===== src/rtl/mem_accum_pkg.sv =====
// Shared definitions for the memory-reduction engine: FSM state encoding
// and accumulation mode constants.
package mem_accum_pkg;

  // Job sequencing states of the engine.
  typedef enum logic [2:0] {
    IDLE  = 3'd0,
    READ  = 3'd1,
    DRAIN = 3'd2,
    WRITE = 3'd3,
    DONE  = 3'd4
  } state_t;

  // Accumulation modes selected by the Mode input.
  localparam logic MODE_WRAP = 1'b0;
  localparam logic MODE_SAT  = 1'b1;

endpackage


===== src/rtl/mem_accum_engine_accum_unit.sv =====
// Accumulator datapath: DATA_W+1-bit adder, wrap or saturate result
// selection and a sticky carry flag. Cleared at the start of every job.
module accum_unit
  import mem_accum_pkg::*;
#(
  parameter int DATA_W = 16
) (
  input  logic              clk,
  input  logic              rst,
  input  logic              clear,
  input  logic              load,
  input  logic              mode,
  input  logic [DATA_W-1:0] din,
  output logic [DATA_W-1:0] acc,
  output logic              overflow
);

  logic [DATA_W:0] total;

  // Widened add so the carry out of the word is visible.
  always_comb total = {1'b0, acc} + {1'b0, din};

  // Accumulator and sticky carry; once saturated, every further add either
  // carries again or adds zero, so the value stays at all-ones.
  // NOTE: state registers use non-blocking (<=) so every flop samples the
  // pre-edge values of the others, independent of statement order.
  always_ff @(posedge clk) begin
    if (rst || clear) begin
      acc      <= '0;
      overflow <= 1'b0;
    end else if (load) begin
      overflow <= overflow | total[DATA_W];
      if (mode == MODE_WRAP) begin
        acc <= total[DATA_W-1:0];
      end else begin
        acc <= total[DATA_W] ? '1 : total[DATA_W-1:0];
      end
    end
  end

endmodule


===== src/rtl/mem_accum_engine.sv =====
// Memory-reduction engine: on an accepted Start it reads Count words from a
// synchronous single-port memory starting at BaseAddr (wrapping), sums them
// in wrap or saturate mode, writes the sum to DestAddr and pulses Done.
module mem_accum_engine
  import mem_accum_pkg::*;
#(
  parameter int DATA_W = 16,
  parameter int ADDR_W = 5,
  parameter int RD_LAT = 1
) (
  input  logic              Clock,
  input  logic              Reset,
  input  logic              Start,
  input  logic [ADDR_W-1:0] BaseAddr,
  input  logic [ADDR_W:0]   Count,
  input  logic [ADDR_W-1:0] DestAddr,
  input  logic              Mode,
  output logic              Ready,
  output logic              Done,
  output logic              Overflow,
  output logic [DATA_W-1:0] Sum,
  output logic [ADDR_W-1:0] Address,
  output logic              ReadEnable,
  output logic              WriteEnable,
  output logic [DATA_W-1:0] DataIN,
  input  logic [DATA_W-1:0] DataOut
);

  localparam logic [ADDR_W:0] DEPTH = {1'b1, {ADDR_W{1'b0}}};
  localparam logic [ADDR_W:0] ONE   = {{ADDR_W{1'b0}}, 1'b1};

  state_t              state, state_next;
  logic [ADDR_W-1:0]   base_q, dest_q;
  logic [ADDR_W:0]     len_q, idx;
  logic                mode_q;
  logic [RD_LAT-1:0]   vld, vld_next;
  logic [DATA_W-1:0]   sum_q, acc;
  logic [ADDR_W:0]     count_clamped;
  logic                accept;

  // Requests beyond the memory depth read every word exactly once.
  always_comb count_clamped = (Count > DEPTH) ? DEPTH : Count;

  // Start is honoured only while idle; there is no request queue.
  always_comb accept = (state == IDLE) && Start;

  // In-flight read tracker: bit k set means a read issued k+1 cycles ago.
  // Its top bit marks the cycle in which that read's data is on DataOut.
  always_comb vld_next = RD_LAT'({vld, ReadEnable});

  // Job sequencing.
  // NOTE: every combinational output gets a default first so no path
  // through the case leaves it unassigned, which would infer a latch.
  always_comb begin
    state_next = state;
    case (state)
      IDLE:    if (Start) state_next = (count_clamped == '0) ? WRITE : READ;
      READ:    if (idx == len_q - ONE) state_next = DRAIN;
      DRAIN:   if (vld_next == '0) state_next = WRITE;
      WRITE:   state_next = DONE;
      DONE:    state_next = IDLE;
      default: state_next = IDLE;
    endcase
  end

  // State, job parameters latched at Start, read index, tracker, result.
  always_ff @(posedge Clock) begin
    if (Reset) begin
      state  <= IDLE;
      base_q <= '0;
      dest_q <= '0;
      len_q  <= '0;
      mode_q <= MODE_WRAP;
      idx    <= '0;
      vld    <= '0;
      sum_q  <= '0;
    end else begin
      state <= state_next;
      vld   <= vld_next;
      if (accept) begin
        base_q <= BaseAddr;
        dest_q <= DestAddr;
        len_q  <= count_clamped;
        mode_q <= Mode;
        idx    <= '0;
      end else if (state == READ) begin
        idx <= idx + ONE;
      end
      if (state == WRITE) sum_q <= acc;
    end
  end

  accum_unit #(
    .DATA_W (DATA_W)
  ) u_accum (
    .clk      (Clock),
    .rst      (Reset),
    .clear    (accept),
    .load     (vld[RD_LAT-1]),
    .mode     (mode_q),
    .din      (DataOut),
    .acc      (acc),
    .overflow (Overflow)
  );

  // Memory pins and status decoded from the current state.
  always_comb begin
    Ready       = (state == IDLE);
    Done        = (state == DONE);
    ReadEnable  = (state == READ);
    WriteEnable = (state == WRITE);
    Address     = '0;
    DataIN      = '0;
    if (state == READ) begin
      Address = base_q + idx[ADDR_W-1:0];
    end else if (state == WRITE) begin
      Address = dest_q;
      DataIN  = acc;
    end
  end

  always_comb Sum = sum_q;

endmodule

===== config.mk =====
export PLATFORM = sky130hd
export DESIGN_NAME = mem_accum_engine
export DESIGN_NICKNAME = d
export VERILOG_FILES = /design/src/rtl/mem_accum_pkg.sv /design/src/rtl/mem_accum_engine_accum_unit.sv /design/src/rtl/mem_accum_engine.sv
export SDC_FILE = /design/constraint.sdc
export NUM_CORES = 1
export LEC_CHECK = 0
export CORE_MARGIN = 3
export CORE_UTILIZATION = 30
export CTS_CLUSTER_SIZE = 28
export DETAILED_ROUTE_END_ITERATION = 6
export GPL_TIMING_DRIVEN = 1
export PLACE_DENSITY = 0.53
export SLEW_MARGIN = 20
export SYNTH_ARGS = -nofsm -noshare
export SYNTH_HDL_FRONTEND = slang
export SYNTH_HIERARCHICAL = 1
export SYNTH_SLANG_ARGS = --single-unit

===== constraint.sdc =====
create_clock -name Clock -period 3.6 [get_ports Clock]
set_input_delay 0.72 -clock Clock [delete_from_list [all_inputs] [get_ports Clock]]
set_output_delay 0.72 -clock Clock [all_outputs]
set_load 0.01 [all_outputs]

-- Yosys cells after proc, flatten, opt, wreduce, memory -nomap -nowiden
Cells that the tools add are included.
- flip-flop bits (word level): 60
- input port bits: 36
- word-level logic and storage cells: 40
- $add $sub $neg: 4
- $lt $le $gt $ge: 1
- eq/ne operators: 7
- mux-type cells: 11
- bitwise logic cells: 1
- reduce and logical (&&, ||, !) cells: 6
- operators by type and width (kind ; count):
    16-bit two-way mux ; 4
    16-bit by 16-bit adder with 17-bit output ; 1
    3-bit case mux with 4 select lines ; 1
    5-bit two-way mux ; 2
    6-bit by 1-bit adder with 6-bit output (second input constant) ; 1
    3-bit by 2-bit equality test with 1-bit output (second input constant) ; 2
    6-bit equality test ; 1
    6-bit > comparator (second input constant) ; 1
    6-bit zero test ; 1
    3-bit two-way mux ; 2
    6-bit two-way mux ; 1
    6-bit by 1-bit subtractor with 6-bit output (second input constant) ; 1
    5-bit adder ; 1
    3-bit by 1-bit equality test with 1-bit output (second input constant) ; 1
    3-bit equality test (second input constant) ; 1
    3-bit zero test ; 1
    2-bit two-way mux ; 1
    2-bit by 1-bit inequality test with 1-bit output (second input constant) ; 1
    2-bit inequality test (second input constant) ; 1
    2-bit AND reduction ; 1
    2-bit OR reduction ; 1
    1-bit logical AND ; 1
    1-bit logical OR ; 1
    1-bit OR ; 1

-- Logic depth before layout (Yosys ltp)
- depth after elaboration: 6
- gate-level depth with buffers: 9

-- By module
Netlist, hierarchy kept.
- modules (own cells, without submodules) (module ; instances ; cells each ; area each (um2) ; sequential area each (um2)):
    mem_accum_engine ; 1 ; 257 ; 1991.9 ; 860.8
    accum_unit ; 1 ; 153 ; 1375.1 ; 340.3

-- Worst setup path before layout
No wires, ideal clock.
- path type: in2reg
- start: input port DataOut[0]
- end: register u_accum.overflow
- setup time: 120 ps
- arrival: 2529 ps
- path slack: 951 ps
- stages: 8
- path buffers: 0
- path through: ha_1 > fa_1 > a21o_1 > a221oi_2 > o21ai_2 > a221o_1 > a211oi_1 > nor2_1
- word-level cells in the longest chain between the ends: 2
- RTL lines (item ; line ; source):
    from (decl) ; mem_accum_engine.sv:26 ; input logic [DATA_W-1:0] DataOut
    16-bit by 16-bit adder with 17-bit output ; mem_accum_engine_accum_unit.sv:21 ; always_comb total = {1'b0, acc} + {1'b0, din};
    1-bit OR ; mem_accum_engine_accum_unit.sv:32 ; overflow <= overflow | total[DATA_W];
    to (signal assigned) ; mem_accum_engine_accum_unit.sv:32 ;
    to (decl) ; mem_accum_engine_accum_unit.sv:15 ; output logic overflow
Every way passes these cells.
A chain may end at the register's enable or synchronous reset.

-- Final worst setup path
- start: register idx[0]
- end: output port Address[4]
- word-level cells in the longest chain between the ends: 2
- RTL lines (item ; line ; source):
    from (decl) ; mem_accum_engine.sv:34 ; logic [ADDR_W:0] len_q, idx;
    from (signal assigned) ; mem_accum_engine.sv:87 ; idx <= idx + ONE;
    5-bit adder ; mem_accum_engine.sv:115 ; Address = base_q + idx[ADDR_W-1:0];
    5-bit two-way mux ; mem_accum_engine.sv:114 ; if (state == READ) begin
    to (decl) ; mem_accum_engine.sv:22 ; output logic [ADDR_W-1:0] Address,
Every way passes these cells.

==> flow_summary.yaml <==
layout:
  diodes: 0
  final_util: 0.414
  regArea_um2: 1200
  area_growth_pct: 33.9
  nets: 550
  stdcell_count: 635
  drive_gt1_frac: 0.0768
  fill_cells: 1131
  multiInputGateArea_um2: 1990
setup_path:
  cp-start-kind: "flop"
  arrival_ns: 2.55
  critPathRequiredTime_ns: 2.88
  ff2ff_setup_slack_ns: 1.11
  r2r_end: "u_accum/acc[8]$_SDFFE_PP0P_"
  cp_max_fo: 5
  worstSetupEndpointType: "primary output"
  r2r-start: "u_accum/acc[0]$_SDFFE_PP0P_"
  path_class: "reg2out"
  reg2reg_depth: 8
placement:
  dp_cells: 619
  place_congestion: 0.820
  dp_hpwl_um: 7180
  io_buffers: 77
sta:
  tightest_slew_ns: 0.650
  fin_skew_ns: 0.0152
  setup_viol: 0
  tns_ns: 0
  min_period_over_period: 0.907
  hold_viol: 0
  rsz0062_at_grt: "false"
  slew_violations: 0
  max_freq_mhz: 306
  relSlewSlack: 0.566
  period_minus_slack_ns: 3.27
power_and_ir_drop:
  pwr-share-seq: 0.426
  clockPowerShare: 0.398
  switching_share: 0.278
  switching_power_mw: 0.469
  p_leak_nw: 1.88
  peakVddDrop_mv: 0.137
  comb_power_share: 0.176
  internal_power_mw: 1.22
  p_per_area_nw_per_um2: 374
die:
  boundaryPins: 78
  dieWidth_um: 112
  die_h_um: 112
  rows: 38
  fp.dieArea_um2: 12500
  coreArea_um2: 10900
  initial_core_util: 0.309
hold_path:
  hp-class: "reg2reg"
  hp-start: "dest_q[2]$_SDFFE_PP0P_"
  whs_endpoint: "dest_q[2]$_SDFFE_PP0P_"
  hold_path_depth: 2
routing:
  avgViaCountPerCell: 4.93
  drtIter0Drc: 148
  drt-total-wl_um: 9330
  wire_per_inst_um: 14.7
  drc_errors: 0
  dr.pass1.iters: 5
  ant_nets: 0
  routed-via-count: 3132
global_routing:
  grt_pass1_vias: 3098
  grtUsageMet1: 0.198
  grt_usage: 0.151
  grt_util_met3: 0.0326
  grt_pass1_wl_um: 15500
  grtUsageMet2: 0.252
  grt_max_degree: 22
  antenna_found_initial: 0
  top_usage_layer: "met2"
  overflow: 0
yosys:
  synthTopCellsByArea: "dfxtp_1, nand2_1, ha_1"
  yosys_warnings: 6
  synthDistinctLibCells: 52
  yosysTopAreaCell: "dfxtp_1"
  synth_most_common_cell: "nand2_1"
  synth_top_cell_area_share: 0.357
  synth_cells: 410
  syn_nets: 470
  ys_seq_area_frac: 0.357
  synth-main-ff-cell: "dfxtp_1"
  synth_commonest_cells: "nand2_1, dfxtp_1, a21oi_1, nor2_1, inv_1"
  synth.ff_latch_count: 60
  synth_edf_count: 0
  syn_avg_cell_area_um2: 8.21
  netlist_area_um2: 3370
  synthArstFlopShare: 0
clock_tree:
  clkLatencyLatePin_ns: 0.34
  ctsHoldBuffers: 0
  cts.sinks: 60
  path_clk_slew_ns: 0.07
  cts_setup_buffers: 0
  cts_tree: "yes"
  clock_path_buffers: 2
  cts-root-buf: "clkbuf_8"
  postCtsResizedCells: 0
  cts-htree-levels: 3
  numCtsBuffers: 9
outcome:
  status: "finished clean"
flow_run:
  drv_cap: 0
==> flip-flops by register name, summed over array words and instances (netlist names) <==
register	cells
state	3
u_accum/overflow	1
len_q	6
Sum	16
vld	1
dest_q	5
u_accum/acc	16
idx	6
base_q	5
mode_q	1
==> logic make-up after synthesis <==
group,Yosys count,synth area share
and+or+nand+nor,145,0.196
AOI/OAI and AO/OA,115,0.234
DFF,60,0.357
buffers and inverters,41,0.0535
xor gates and xnor gates,24,0.0624
adders and majority gates,24,0.0936
muxes,1,0.00297
==> final cells by class <==
type | count | area share
Inverter | 25 | 0.0219
Tap cell | 140 | 0.0389
Multi-Input combinational cell | 309 | 0.441
Clock inverter | 7 | 0.0203
Timing Repair Buffer | 85 | 0.184
Sequential cell | 60 | 0.267
Clock buffer | 9 | 0.0275
==> worst max path at each step <==
| stage | start | to | slack (ns) | cells after the start |
|---|---|---|---|---|
| floorplan | DataOut[0] | u_accum/overflow$_SDFFE_PP0P_ | 0.95 | 8 |
| global placement | DataOut[0] | u_accum/acc[4]$_SDFFE_PP0P_ | 0.32 | 9 |
| detailed placement | DataOut[0] | u_accum/acc[8]$_SDFFE_PP0P_ | 0.32 | 9 |
| CTS | idx[0]$_SDFFE_PP0P_ | Address[4] | 0.30 | 9 |
| global route | state[1]$_SDFFE_PP0P_ | Address[2] | 0.17 | 7 |
| finish | idx[0]$_SDFFE_PP0P_ | Address[4] | 0.33 | 9 |
==> power by group through the flow <==
stage               registers, mW  logic [mW]  clock network, mW
floorplan                   0.721       0.203                  0
global placement            0.734       0.293                  0
detailed placement          0.734       0.296                  0
CTS                         0.719       0.297              0.685
global route                0.723       0.331              0.718
finish                      0.719       0.297              0.671
==> cells in the final DEF, fill, tap and decap left out, types with 5 or more instances in the layout <==
cell	instances
dfxtp_1	60
nor3_1	7
xor2_1	8
nand2_1	83
buf_4	8
xnor2_1	16
a21oi_1	50
ha_1	22
a21o_1	5
o221a_1	13
nand3b_1	5
clkdlybuf4s50_1	77
clkbuf_8	9
nor2_1	25
inv_1	23
o21ai_0	15
==> per-stage QoR <==
step	cell area, um^2	power, mW	setup WS, ns	hold slack (ns)
2_1_floorplan	3370	0.924	0.951	0.433
3_3_place_gp	4290	1.03	0.325	0.445
3_5_place_dp	4290	1.03	0.324	0.449
4_1_cts	4510	1.70	0.299	0.461
5_1_grt	4510	1.77	0.165	0.479
6_report	4510	1.69	0.335	0.458
==> layer usage <==
layer	wire length, um	share of wire	up-vias
met2	4420	0.47	74
met5	0	0	-
met3	439	0.047	8
met4	82	0.0088	0
met1	4390	0.47	1444
li1	-	-	1606
==> critical path, stage by stage (launching register included) <==
cell and delay [ns]:
dfxtp_1 0.47, ha_1 0.23, inv_1 0.05, fa_1 0.39
inv_1 0.07, a21o_1 0.10, a21oi_1 0.08, xnor2_1 0.12
o21ai_0 0.14, clkdlybuf4s50_1 0.56
No activity file was read; power rests on OpenSTA's default activity.
